==> config.mk <==
export PLATFORM = sky130hd
export DESIGN_NAME = rv_skid_buffer_flat
export DESIGN_NICKNAME = d
export VERILOG_FILES = /design/src/rtl/rv_skid_buffer_pkg.sv /design/src/rtl/rv_skid_buffer_if.sv /design/src/rtl/rv_stability_chk.sv /design/src/rtl/rv_skid_buffer.sv /design/src/flat_wrapper.sv
export SDC_FILE = /design/constraint.sdc
export NUM_CORES = 1
export LEC_CHECK = 0
export BUFFER_PORTS_ARGS = -buffer_cell sky130_fd_sc_hd__clkbuf_2
export CORE_MARGIN = 5
export CORE_UTILIZATION = 30
export DETAILED_ROUTE_END_ITERATION = 16
export SYNTH_ARGS = -nofsm -noshare
export SYNTH_HDL_FRONTEND = slang
export SYNTH_SLANG_ARGS = --single-unit
export TNS_END_PERCENT = 5
==> constraint.sdc <==
create_clock -name clk -period 3.9 [get_ports clk]
set_input_delay 0.585 -clock clk [delete_from_list [all_inputs] [get_ports clk]]
set_output_delay 0.585 -clock clk [all_outputs]
set_load 0.02 [all_outputs]
==> src/rtl/rv_skid_buffer_pkg.sv <==
// Shared types and constants for the ready/valid skid buffer and its checker.
package rv_skid_buffer_pkg;

    localparam int DEFAULT_DATA_W = 32;

    // Encoding doubles as the occupancy count, so 3 is never reachable.
    typedef enum logic [1:0] {
        EMPTY = 2'd0,
        BUSY  = 2'd1,
        FULL  = 2'd2
    } state_t;

endpackage

==> src/rtl/rv_skid_buffer_if.sv <==
// Ready/valid stream bundle: upstream and downstream handshakes, flush and status.
interface rv_skid_buffer_if
    import rv_skid_buffer_pkg::*;
#(
    parameter int DATA_W = DEFAULT_DATA_W
);
    logic              in_valid;
    logic              in_ready;
    logic [DATA_W-1:0] in_data;
    logic              out_valid;
    logic              out_ready;
    logic [DATA_W-1:0] out_data;
    logic              flush;
    logic [1:0]        count;
    logic              proto_err;

    modport slave (
        input  in_valid, in_data, out_ready, flush,
        output in_ready, out_valid, out_data, count, proto_err
    );

    modport master (
        output in_valid, in_data, out_ready, flush,
        input  in_ready, out_valid, out_data, count, proto_err
    );
endinterface

==> src/rtl/rv_stability_chk.sv <==
// Sticky detector for a ready/valid source that withdraws or changes a stalled payload.
module rv_stability_chk
    import rv_skid_buffer_pkg::*;
#(
    parameter int DATA_W = DEFAULT_DATA_W
) (
    input  logic              clk,
    input  logic              rst_n,
    input  logic              valid,
    input  logic              ready,
    input  logic [DATA_W-1:0] data,
    output logic              err
);
    logic              stalled;
    logic [DATA_W-1:0] held;

    // NOTE: sequential state uses <= so every flop samples pre-edge values.
    always_ff @(posedge clk) begin
        if (!rst_n) begin
            stalled <= 1'b0;
            held    <= '0;
            err     <= 1'b0;
        end else begin
            stalled <= valid & ~ready;
            held    <= data;
            if (stalled && (!valid || data != held)) begin
                err <= 1'b1;
            end
        end
    end
endmodule

==> src/rtl/rv_skid_buffer.sv <==
// Two-entry ready/valid skid buffer; in_ready depends only on state, never on out_ready.
module rv_skid_buffer
    import rv_skid_buffer_pkg::*;
#(
    parameter int DATA_W = DEFAULT_DATA_W
) (
    input  logic            clk,
    input  logic            rst_n,
    rv_skid_buffer_if.slave bus
);
    state_t            state;
    logic [DATA_W-1:0] main_q;
    logic [DATA_W-1:0] skid_q;
    logic              accept_in;
    logic              accept_out;

    assign bus.in_ready  = (state != FULL);
    assign bus.out_valid = (state != EMPTY);
    assign bus.out_data  = main_q;
    assign bus.count     = state;

    assign accept_in  = bus.in_valid  & bus.in_ready;
    assign accept_out = bus.out_valid & bus.out_ready;

    // NOTE: storage registers are reset too, because out_data must read 0 after reset.
    always_ff @(posedge clk) begin
        if (!rst_n) begin
            state  <= EMPTY;
            main_q <= '0;
            skid_q <= '0;
        end else if (bus.flush) begin
            state <= EMPTY;
        end else begin
            unique case (state)
                EMPTY: begin
                    if (accept_in) begin
                        main_q <= bus.in_data;
                        state  <= BUSY;
                    end
                end
                BUSY: begin
                    case ({accept_in, accept_out})
                        2'b10: begin
                            skid_q <= bus.in_data;
                            state  <= FULL;
                        end
                        2'b01:   state  <= EMPTY;
                        2'b11:   main_q <= bus.in_data;
                        default: ;
                    endcase
                end
                FULL: begin
                    if (accept_out) begin
                        main_q <= skid_q;
                        state  <= BUSY;
                    end
                end
                default: state <= EMPTY;
            endcase
        end
    end

    rv_stability_chk #(
        .DATA_W (DATA_W)
    ) u_stability_chk (
        .clk   (clk),
        .rst_n (rst_n),
        .valid (bus.in_valid),
        .ready (bus.in_ready),
        .data  (bus.in_data),
        .err   (bus.proto_err)
    );
endmodule

==> src/flat_wrapper.sv <==
// flat-port wrapper written by rule: the top's interface ports become plain ports
module rv_skid_buffer_flat import rv_skid_buffer_pkg::*;
#(
    parameter int DATA_W = DEFAULT_DATA_W
)
  (clk, rst_n, bus_in_valid, bus_in_data, bus_out_ready, bus_flush, bus_in_ready, bus_out_valid, bus_out_data, bus_count, bus_proto_err);
  rv_skid_buffer_if #(.DATA_W(DATA_W)) bus_i ();
  input  logic clk;
  input  logic rst_n;
  input wire logic [$bits(bus_i.in_valid)-1:0] bus_in_valid;
  input wire logic [$bits(bus_i.in_data)-1:0] bus_in_data;
  input wire logic [$bits(bus_i.out_ready)-1:0] bus_out_ready;
  input wire logic [$bits(bus_i.flush)-1:0] bus_flush;
  output wire logic [$bits(bus_i.in_ready)-1:0] bus_in_ready;
  output wire logic [$bits(bus_i.out_valid)-1:0] bus_out_valid;
  output wire logic [$bits(bus_i.out_data)-1:0] bus_out_data;
  output wire logic [$bits(bus_i.count)-1:0] bus_count;
  output wire logic [$bits(bus_i.proto_err)-1:0] bus_proto_err;
  assign bus_i.in_valid = bus_in_valid;
  assign bus_i.in_data = bus_in_data;
  assign bus_i.out_ready = bus_out_ready;
  assign bus_i.flush = bus_flush;
  assign bus_in_ready = bus_i.in_ready;
  assign bus_out_valid = bus_i.out_valid;
  assign bus_out_data = bus_i.out_data;
  assign bus_count = bus_i.count;
  assign bus_proto_err = bus_i.proto_err;
  rv_skid_buffer #(.DATA_W(DATA_W)) u_core (.clk(clk), .rst_n(rst_n), .bus(bus_i));
endmodule
==> impl_metrics.json <==
{
  "min_period_ns": 2.31,
  "wl_per_cell_um": 14.0,
  "cts_max_level": 3,
  "cts_resized": 0,
  "grt_overflow": 0,
  "synth.most_common_cell": "dfxtp_1",
  "worstPathBufferInverterCount": 2,
  "muxShareOfSynthArea_pct": 8.25,
  "port_buffers": 73,
  "slew_headroom_pct": 21.2,
  "path_clk_slew_ns": 0.07,
  "power.density_mw_per_mm2": 489,
  "synth_ff_type": "dfxtp_1",
  "ant_nets": 0,
  "yosys-top-cells-count": "dfxtp_1 (100), nand2_1 (67), a21oi_1 (35)",
  "synth_top_family_by_area": "simple AND/OR/NAND/NOR gates",
  "postSynth.asyncResetShare_pct": 0,
  "track_usage_pct": 12.6,
  "wl_met3_um": 517,
  "min_from": "u_core.skid_q[19]",
  "finalNonFillerCells": 654,
  "p_leak_nw": 2.05,
  "cts-hold-fix-buffers": 0,
  "synth_nets": 453,
  "cp.arrival_ns": 2.54,
  "rr_worst_depth": 6,
  "antenna_found_initial": 0,
  "hold_violations": 0,
  "postCtsSetupBuffers": 0,
  "tightest_slew_ns": 1.18,
  "synth_compound_area_share_pct": 11.7,
  "timing.hold.ws_ns": 0.453,
  "switching_share_pct": 23.2,
  "slowest_delay_ns": 0.83,
  "numCtsBuffers": 9,
  "cts_tree": "yes",
  "finalSetupViolCount": 0,
  "seq_area_frac_synth_pct": 51.6,
  "grt_pass1_wl_um": 14800,
  "end_kind": "flop",
  "grt_pass1_vias": 2856,
  "first_pass_iters": 4,
  "die_x_um": 124,
  "netlist_instances": 416,
  "critPathLaunch": "bus_out_ready",
  "grt_max_degree": 67,
  "min_to": "u_core.skid_q[19]",
  "synth.distinct_cells": 26,
  "worst_r2r_startpoint": "u_core.bus.count[1]",
  "synth_area_leaders": "dfxtp_1 (52%), mux2i_1 (8.3%), nand2_1 (6.5%)",
  "fmax_mhz": 432,
  "syn_area_mm2": 0.00388,
  "route.detailed.drc": 0,
  "synthSimpleGateAreaFrac_pct": 18.3,
  "core_mm2": 0.0127,
  "via_per_inst": 4.49,
  "finalWeightedCongestion": 0.744,
  "synth.largest_area_cell": "dfxtp_1",
  "fin_nets": 514,
  "drtIter0Drc": 146,
  "combinationalPowerShare_pct": 9.7,
  "avgSynthCellArea_um2": 9.33,
  "path_delay_family": "compound AO/OA/AOI/OAI gates",
  "switchingPower_mw": 0.536,
  "cp_slowest_cell": "a21oi_4",
  "crit_fanout": 41,
  "wl_um": 9140,
  "dpl.hpwl_um": 6360,
  "clockBufferDepth": 2,
  "fin_tns_setup_ns": 0,
  "netlist.area_leader.share_pct": 51.6,
  "clock-sinks": 100,
  "layout-drive-gt1-share_pct": 20.1,
  "rsz0062_at_grt": "no",
  "crit_type": "in -> reg",
  "dp.cells": 638,
  "seqPwrFrac_pct": 47.0,
  "maxCapViolCount": 0,
  "p_clk_share_pct": 43.3,
  "met2_length_um": 4360,
  "die-area_mm2": 0.0153,
  "synth_xor_area_share_pct": 7.22,
  "synth_fa_ha_area_share_pct": 0,
  "rrSetupSlack_ns": 1.59,
  "r2r_end": "u_core.bus.out_data[4]",
  "cp_cell_sequence": "clkbuf_2 > nand2b_1 > nand2_1 > a21oi_4 > buf_4 > nor2_1 > a211oi_1",
  "min_path_type": "reg -> reg",
  "dr.max_layer_used": "met4",
  "via_count": 2937,
  "start_kind": "input pin",
  "clock_skew_ns": 0.00751,
  "worstPathRequired_ns": 4.13,
  "areaGrowthSynthToFinish_pct": 21.9,
  "start_util_pct": 30.6,
  "worst_ir_drop_vdd_v": 0.000216,
  "die_height_um": 124,
  "synth_seq_cells": 100,
  "holdPathStages": 2,
  "seqCellArea_mm2": 0.00200,
  "slew_viol_final": 0,
  "std_cell_rows": 41,
  "internal-power_mw": 1.78,
  "multiInputGateArea_mm2": 0.00177,
  "ios": 74,
  "synth_edf_count": 0,
  "drt-met1-wl_um": 4160,
  "insertedDiodeCount": 0,
  "clkLatencyLatePin_ns": 0.34,
  "finalCritPeriodShare_pct": 59.3,
  "status": "finished clean",
  "nFillCells": 1291,
  "synth_warnings": 0,
  "cts-root-buf": "clkbuf_16"
}
worst max path at each step:
stage,slack [ns],end,cells after the start
floorplan,2.20,bus_in_ready,3
global placement,1.38,u_core.bus.out_data[3],7
detailed placement,1.26,u_core.bus.out_data[4],7
CTS,1.60,u_core.bus.out_data[3],6
global route,1.32,u_core.bus.out_data[4],6
finish,1.59,u_core.bus.out_data[4],7
stage by stage:
stage / power (mW) / cell area [um2] / util, % / setup WS, ns
2_1_floorplan: 1.25 / 3880 / - / 2.20
3_5_place_dp: 1.34 / 4390 / 34.6 / 1.26
4_1_cts: 2.35 / 4730 / 37.3 / 1.60
6_report: 2.32 / 4730 / 37.3 / 1.59
3_3_place_gp: 1.33 / 4390 / 34.6 / 1.38
5_1_grt: 2.42 / 4730 / 37.3 / 1.32
power groups by stage:
stage	Clock (mW)	Sequential, mW	Combinational (mW)
2_1_floorplan	0	1.14	0.108
6_report	1.00	1.09	0.224
5_1_grt	1.07	1.09	0.250
3_3_place_gp	0	1.11	0.223
3_5_place_dp	0	1.11	0.227
4_1_cts	1.03	1.09	0.228
layout by cell type (no fill, tap or decap):
cell	n
and2b_1	1
clkbuf_16	9
or2_2	1
xor2_1	23
bufinv_16	3
or3_1	1
clkbuf_1	1
nor3_4	1
a21oi_1	35
a211oi_1	32
dfxtp_1	100
nand2_1	67
nand3b_1	1
inv_2	1
o21ai_0	1
nor3_1	2
o22a_1	1
nand2b_1	2
nand4b_1	1
nor2_1	34
a2111oi_0	1
buf_4	4
clkinvlp_4	3
mux2i_1	32
nor4_1	6
clkbuf_2	73
xnor2_1	9
a21oi_4	1
nand2b_2	1
and2_1	32
nand4_1	3
flip-flops by register name (all words and copies together), names as in the netlist:
name / flops
u_core.bus.out_data: 32
u_core.skid_q: 32
u_core.u_stability_chk.held: 32
u_core.bus.count: 2
u_core.u_stability_chk.err: 1
u_core.u_stability_chk.stalled: 1
cell type report:
class | count | share of cell area (%)
sequential | 100 | 42.3
multi-input combinational | 288 | 37.5
timing repair buffer | 77 | 8.36
clock buffer | 10 | 4.84
tap | 172 | 4.55
clock inverter | 6 | 2.38
inverter | 1 | 0.0793
cells by family after synthesis:
family,after synthesis
multiplexers,32
buffers and inverters,28
XOR/XNOR,32
flip-flops,100
AND/OR/NAND/NOR,153
AO/OA/AOI/OAI,71
per-layer routing:
metal  up-vias  track usage [%]
met5         -                0
met4         0             4.36
li1       1528                -
met3         8             4.36
met1      1352             15.6
met2        49             20.2
tightest hold or removal path: stages, from the launching register on:
cell     delay [ns]
dfxtp_1        0.31
nand2_1        0.05
a21oi_1        0.05
No activity file was read; power rests on OpenSTA's default activity.
